`config.mk`:
```
export PLATFORM = sky130hd
export DESIGN_NAME = divider_unit
export DESIGN_NICKNAME = d
export VERILOG_FILES = /design/src/rtl/divider_unit.sv
export SDC_FILE = /design/constraint.sdc
export NUM_CORES = 1
export LEC_CHECK = 0
export CORE_MARGIN = 4
export CORE_UTILIZATION = 60
export DETAILED_ROUTE_END_ITERATION = 12
export PLACE_DENSITY = 0.93
export SETUP_SLACK_MARGIN = 0.2
export SKIP_LAST_GASP = 1
export SLEW_MARGIN = 30
export SYNTH_ARGS = -nofsm -noshare
export SYNTH_HDL_FRONTEND = slang
export SYNTH_SLANG_ARGS = --single-unit
export TNS_END_PERCENT = 10
```
`constraint.sdc`:
```
create_clock -name clk -period 7.4 [get_ports clk]
set_input_delay 1.48 -clock clk [delete_from_list [all_inputs] [get_ports clk]]
set_output_delay 1.48 -clock clk [all_outputs]
set_load 0.05 [all_outputs]
```
`src/rtl/divider_unit.sv`:
```
// ---------------------------------------------------------------------------
// divider_unit
//
// Multi-cycle RV32M divide / remainder unit (DIV, DIVU, REM, REMU) for the
// execute stage. The core drives the operands together with a one-cycle start
// pulse, then waits until busy drops and takes result.
//
// The core uses restoring division on operand magnitudes and produces one
// quotient bit per cycle, MSB first. A one-cycle fixup stage then restores
// the signs. Divide-by-zero and the signed overflow case (most negative value
// divided by -1) bypass the iteration and complete after a single busy cycle.
//
// Optional feature macro: DIV_EARLY_OUT_EN
//   When defined, an operation whose dividend magnitude is smaller than its
//   divisor magnitude also completes after a single busy cycle (q = 0,
//   r = dividend). Results are identical with or without the macro.
//
// Ports
//   clk       in   1     system clock, all state changes on posedge
//   reset     in   1     synchronous active-high reset
//   start     in   1     one-cycle request pulse, accepted only when idle
//   op        in   2     funct3[1:0]: 00 DIV, 01 DIVU, 10 REM, 11 REMU
//   rs1_data  in   XLEN  dividend
//   rs2_data  in   XLEN  divisor
//   result    out  XLEN  quotient or remainder of the last completed operation
//   busy      out  1     high while an accepted operation is in flight
// ---------------------------------------------------------------------------
module divider_unit #(
    parameter int XLEN = 32
) (
    input  logic            clk,
    input  logic            reset,
    input  logic            start,
    input  logic [1:0]      op,
    input  logic [XLEN-1:0] rs1_data,
    input  logic [XLEN-1:0] rs2_data,
    output logic [XLEN-1:0] result,
    output logic            busy
);

    localparam int CW = $clog2(XLEN);
    localparam logic [CW-1:0]   LAST_ITER = CW'(XLEN - 1);
    localparam logic [XLEN-1:0] MOST_NEG  = {1'b1, {(XLEN-1){1'b0}}};

    typedef enum logic [1:0] {
        IDLE,
        DIVIDE,
        FIXUP,
        DONE1
    } state_t;

    state_t state;
    state_t next_state;

    // Operation context captured when a request is accepted.
    logic            is_rem_q;
    logic            q_neg;
    logic            r_neg;
    logic [XLEN-1:0] dvd;
    logic [XLEN-1:0] dsr;
    logic [XLEN-1:0] rem;
    logic [CW-1:0]   count;
    logic [XLEN-1:0] fast_value;

    // Request decode, evaluated on the accept cycle.
    logic            is_signed;
    logic            rs1_neg;
    logic            rs2_neg;
    logic [XLEN-1:0] rs1_mag;
    logic [XLEN-1:0] rs2_mag;
    logic            div_zero;
    logic            overflow;
    logic            early_out;
    logic            take_fast;
    logic [XLEN-1:0] fast_result;

    // Iteration datapath.
    logic [XLEN:0]   rem_shift;
    logic [XLEN:0]   trial;
    logic            trial_ok;
    logic [XLEN-1:0] q_final;
    logic [XLEN-1:0] r_final;

    // Decode the incoming request. For signed operations the magnitudes come
    // from two's complement negation; the most negative value negates to
    // itself, which is exactly its magnitude when read as unsigned.
    always_comb begin
        is_signed = ~op[0];
        rs1_neg   = is_signed & rs1_data[XLEN-1];
        rs2_neg   = is_signed & rs2_data[XLEN-1];
        rs1_mag   = rs1_neg ? (XLEN'(0) - rs1_data) : rs1_data;
        rs2_mag   = rs2_neg ? (XLEN'(0) - rs2_data) : rs2_data;
        div_zero  = (rs2_data == '0);
        overflow  = is_signed && (rs1_data == MOST_NEG) && (rs2_data == '1);
`ifdef DIV_EARLY_OUT_EN
        early_out = !div_zero && !overflow && (rs1_mag < rs2_mag);
`else
        early_out = 1'b0;
`endif
        take_fast = div_zero | overflow | early_out;

        // Divide by zero: quotient is all ones, remainder is the dividend.
        // Overflow: quotient is the dividend, remainder is zero.
        // Early out: quotient is zero, remainder is the dividend.
        fast_result = '0;
        if (div_zero) begin
            fast_result = op[1] ? rs1_data : '1;
        end else if (overflow) begin
            fast_result = op[1] ? '0 : MOST_NEG;
        end else begin
            fast_result = op[1] ? rs1_data : '0;
        end
    end

    // One restoring step: bring in the next dividend bit and keep the
    // subtraction only when it does not go negative. The trial is one bit
    // wider than the operands so no borrow information is lost.
    always_comb begin
        rem_shift = {rem, dvd[XLEN-1]};
        trial     = rem_shift - {1'b0, dsr};
        trial_ok  = ~trial[XLEN];
        q_final   = q_neg ? (XLEN'(0) - dvd) : dvd;
        r_final   = r_neg ? (XLEN'(0) - rem) : rem;
    end

    // State register.
    always_ff @(posedge clk) begin
        if (reset) begin
            state <= IDLE;
        end else begin
            state <= next_state;
        end
    end

    // Next-state logic and busy flag. Start is only looked at while idle, so
    // a pulse during an operation has no effect.
    always_comb begin
        next_state = state;
        busy       = (state != IDLE);
        case (state)
            IDLE: begin
                if (start) begin
                    next_state = take_fast ? DONE1 : DIVIDE;
                end
            end
            DIVIDE: begin
                if (count == LAST_ITER) begin
                    next_state = FIXUP;
                end
            end
            FIXUP: begin
                next_state = IDLE;
            end
            DONE1: begin
                next_state = IDLE;
            end
            default: begin
                next_state = IDLE;
            end
        endcase
    end

    // Datapath registers. The dividend register doubles as the quotient: each
    // step shifts it left and drops the new quotient bit into the LSB, so
    // after XLEN steps it holds the full quotient. result only changes on
    // the cycle an operation completes.
    always_ff @(posedge clk) begin
        if (reset) begin
            is_rem_q   <= 1'b0;
            q_neg      <= 1'b0;
            r_neg      <= 1'b0;
            dvd        <= '0;
            dsr        <= '0;
            rem        <= '0;
            count      <= '0;
            fast_value <= '0;
            result     <= '0;
        end else begin
            case (state)
                IDLE: begin
                    if (start) begin
                        is_rem_q   <= op[1];
                        q_neg      <= rs1_neg ^ rs2_neg;
                        r_neg      <= rs1_neg;
                        dvd        <= rs1_mag;
                        dsr        <= rs2_mag;
                        rem        <= '0;
                        count      <= '0;
                        fast_value <= fast_result;
                    end
                end
                DIVIDE: begin
                    rem   <= trial_ok ? trial[XLEN-1:0] : rem_shift[XLEN-1:0];
                    dvd   <= {dvd[XLEN-2:0], trial_ok};
                    count <= count + 1'b1;
                end
                FIXUP: begin
                    result <= is_rem_q ? r_final : q_final;
                end
                DONE1: begin
                    result <= fast_value;
                end
                default: begin
                end
            endcase
        end
    end

endmodule

```
* Word-level counts from Yosys, hierarchy flattened
Cells that the tools add are included.
** Storage, ports and cells
- Latch bits :: 0
- Register bits :: 170
- Logic and storage cells :: 63
- Memory bits (writable) :: 0
- Memory bits (read-only) :: 0
- Input bits :: 69
- Output and inout bits :: 33
- Memories :: 0
** Operators by class
- Add/subtract/negate cells :: 6
- Bitwise operators :: 6
- Eq/ne operators :: 8
- $mul :: 0
- Reduce and logical (&&, ||, !) cells :: 11
- Divide/modulo/power cells :: 0
- Magnitude comparators :: 0
- Multiplexer cells :: 22
- Shifts and indexed selects :: 0
** Operators with widths (number)
- $mux 32 :: 13
- $pmux 32 s2 :: 3
- $sub 1x32->32 const A :: 4
- $eq 32x32->1 const B :: 2
- $sub 33x32->33 :: 1
- $logic_not 32->1 :: 1
- $pmux 5 s2 :: 1
- $mux 2 :: 3
- $pmux 2 s3 :: 1
- $reduce_and 2->1 :: 3
- $reduce_bool 2->1 :: 3
- $add 5x1->5 const B :: 1
- $eq 5x5->1 const B :: 1
- $mux 5 :: 1
- $eq 2x2->1 const B :: 2
- $ne 2x2->1 const B :: 2
- $and 1x1->1 :: 2
- $eq 2x1->1 const B :: 1
- $logic_and 1x1->1 :: 2
- $logic_not 2->1 :: 1
- $not 1->1 :: 2
- $reduce_or 2->1 :: 1
- $or 1x1->1 :: 1
- $xor 1x1->1 :: 1

* Longest topological paths before layout
- Depth in word-level cells :: 7
- Gate-level depth with buffers :: 12
- Gate-level depth less buffers :: 11

* Least setup slack after synthesis
Ideal clock, no wire load.
- Kind :: in2reg
- Start point :: input rs2_data[8]
- End point :: register fast_value[10]
- Path buffers :: 1
- Slack :: 3.707 ns
- Library setup time :: 0.059 ns
- Arrival :: 3.634 ns
- Stages :: 9
- Data required time :: 7.341 ns
- Cell sequence :: or3_4 > or4_4 > nand4bb_4 > or3_4 > nor4_4 > a21oi_2 > nor2_4 > buf_6 > a22o_1
** Between the ends
- Longest elaborated chain between the ends :: 4
- Elaborated cells on any way between the ends :: 5
- Classes of those cells :: eq/ne (1); mux (2); reduce/logical (2)
** RTL lines
- start, declared :: line 36 : input logic [XLEN-1:0] rs2_data,
- $eq 32x32->1 :: line 94 : overflow = is_signed && (rs1_data == MOST_NEG) && (rs2_data == '1);
- $logic_and 1x1->1 :: line 94
- $mux 32 :: line 108 : end else if (overflow) begin
- $mux 32 * :: line 106 : if (div_zero) begin
- end signal, assigned :: line 189 : fast_value <= fast_result;
- end, declared :: line 63 : logic [XLEN-1:0] fast_value;
Mark *: on every way between the ends. The rest lies on a longest branch, timed or not.
A chain may end at the register's enable or synchronous reset.

* Final worst setup path
- Start point :: input rs2_data[2]
- End point :: register fast_value[20]
The elaborated chain is that of the path after synthesis.

==> flow_summary.toml <==
[run_status]
status = "finished clean"

[finish]
drive_above_1_share_pct = 4.73
syn_to_final_growth_pct = 14.4
final_common_cell = "dfxtp_1"
final_nets = 1619
mostFrequentLayoutCells = "dfxtp_1, nand2_1, nor2_1, a21oi_1, clkdlybuf4s50_1"
final_core_util_pct = 70.0
fillers = 1411
n_antenna_cell = 0

[global_routing]
grt_pass1_vias = 10570
grt_pass1_wl_um = 54400
grt.overflow.total = 0
grt.total_usage_pct = 30.8
grt_antenna_before_repair = 0
grt_max_degree = 91

[sta]
fin_crit_sh_pct = 60.0
worst_pin_slew_ps = 1020
hold_viol = 0
min_period_ps = 4440
fin_tns_setup_ps = 0
finalMaxSlewViolations = 0
clock_skew_ps = 9.86
setup_slack_ps = 2960
rsz0062_at_grt = "false"
setup_viol = 0
max_freq_mhz = 225
slew_headroom_pct = 31.7

[yosys]
synth_seq_cells = 170
ys_seq_area_share_pct = 29.6
synthArstFlopShare_pct = 0
synthCells = 1468
synth_edf_count = 0
post_synth.cell_area_avg_um2 = 7.82
synth_cell_types = 74
yosysWarnings = 0
syn_area_mm2 = 0.0115
synth_nets = 1577
synth-main-ff-cell = "dfxtp_1"

[worst_setup_path]
path_cells = "clkdlybuf4s50_1 > or4_1 > nor3_1 > nand2_1 > or3_4 > nor4_4 > a21oi_2 > nor2_4 > a22o_1"
crit_path_end_kind = "flip-flop"
crit_slowest_cell = "or4_1"
cp.arrival_ps = 4830
worstPathMaxFanout = 31
critPathRequiredTime_ps = 7790
critPathLaunchType = "input port"
cpPeakStageDelay_ps = 620
worst-setup-path-type = "input port to flip-flop"

[die]
start_util_pct = 61.2
ios = 102
die-area_mm2 = 0.0214
die_w_um = 146
core-area_mm2 = 0.0188
die_h_um = 146
std_cell_rows = 50

[clocking]
clock_latency_ps = 450
cts_tree = "built"
post_cts_buffers = 0
ctsHoldBuffers = 0
cts_buffers = 17
clock_path_buffers = 2
ctsResizeCount = 0
path_clk_slew_ps = 70
htreeDepth = 4
cts-root-buf = "clkbuf_16"
clock-sinks = 170

[place]
numPortBuffers = 101
gp_congestion = 0.964
hpwl_um = 24300
dpl_worst_slack_ps = 2530

[hold_path]
hold_class = "flip-flop to flip-flop"

[pwr]
powerDensity_mw_per_mm2 = 193
vdd_drop_max_mv = 0.183
leakage_nw = 4.85

[routing]
vias = 11496
wl_met3_um = 3550
drt-total-wl_um = 34100
routedWlPerCell_um = 19.4
wl_met1_um = 14000
route.met2.wl_um = 15200
top_layer = "met4"
drt_iter0_markers = 1483
drc = 0
via_per_inst = 6.54
final_antenna_net_count = 0
first_pass_iters = 6

[job]
cap_violations = 0
layer usage:
metal / vias to the layer above / global-route usage [%]
li1: 5391 / -
met1: 5343 / 41.2
met2: 645 / 47.8
met3: 117 / 7.54
met4: 0 / 12.3
met5: - / 0
cell families (layout without fill, tap and decap cells):
family	count (synthesis)	count (layout)	share of synthesized area, %
adder cells (fa/ha/maj)	40	40	4.42
flip-flops	170	170	29.6
buffers and inverters	152	207	5.42
XOR/XNOR	143	143	11.0
AND/OR/NAND/NOR	468	468	20.1
AO/OA/AOI/OAI	461	461	26.5
multiplexers	34	34	2.96
layout make-up:
type	count	area (µm²)	area share, %
clock buffers	18	439	3.34
clock inverters	14	175	1.33
inverters	61	229	1.74
multi-input cells	1146	7490	57.0
flip-flops and latches	170	3410	25.9
well taps	234	293	2.23
repair buffers	114	1110	8.42
metrics by stage:
| stage | instances | hold WS, ps | cell area, µm² | power, mW |
|---|---|---|---|---|
| final | 1757 | 453 | 13100 | 2.53 |
| after CTS | 1757 | 456 | 13100 | 2.50 |
| after global placement | 1725 | 438 | 12500 | 1.56 |
| after detailed placement | 1725 | 446 | 12500 | 1.58 |
| after floorplan | 1468 | 432 | 11500 | 1.41 |
| after global routing | 1757 | 476 | 13100 | 2.62 |
state kept, by name, indices dropped and copies added (netlist names):
register and flops:
is_rem_q 1, dsr 32, q_neg 1, count 5, fast_value 32, dvd 32
result 32, rem 32, r_neg 1, state 2
final timing paths:
path / start / to / slack, ps / depth (start not counted)
setup / recovery: rs2_data[2] / fast_value[20] / 2960 / 9
hold / removal: result[26] / result[26] / 450 / 2
setup reg to reg: dvd[31] / rem[17] / 3600 / 12
hold reg to reg: result[26] / result[26] / 450 / 2
power breakdown:
part / internal [mW] / switching [mW]
Sequential: 0.959 / 0.0508
Clock: 0.520 / 0.420
Combinational: 0.231 / 0.350
Total: 1.71 / 0.821
critical path: cells and delay by family:
| family | cells | cell delay (ps) |
|---|---|---|
| AOI/OAI and AO/OA | 2 | 320 |
| buffers and inverters | 1 | 510 |
| and+or+nand+nor | 6 | 2480 |
synthesized netlist by cell type, types with 14 or more instances:
cell | n | share of area (%)
a21oi_1 | 125 | 5.4
dfxtp_1 | 170 | 30
o31ai_1 | 30 | 2.0
xor2_1 | 58 | 4.4
nand2_1 | 146 | 4.8
or2b_1 | 20 | 1.3
nand2b_1 | 21 | 1.1
or3_1 | 21 | 1.1
nand4_1 | 15 | 0.82
o21ai_0 | 76 | 3.3
a22oi_1 | 31 | 2.0
xnor2_1 | 84 | 6.4
mux2i_1 | 34 | 3.0
nor3_1 | 35 | 1.5
a211oi_1 | 70 | 4.6
nor2_1 | 134 | 4.4
inv_1 | 61 | 2.0
ha_1 | 39 | 4.2
clkbuf_1 | 72 | 2.4
a22o_1 | 35 | 2.7
a21o_1 | 14 | 0.92
Note: power is estimated with default switching activity, not from simulation.
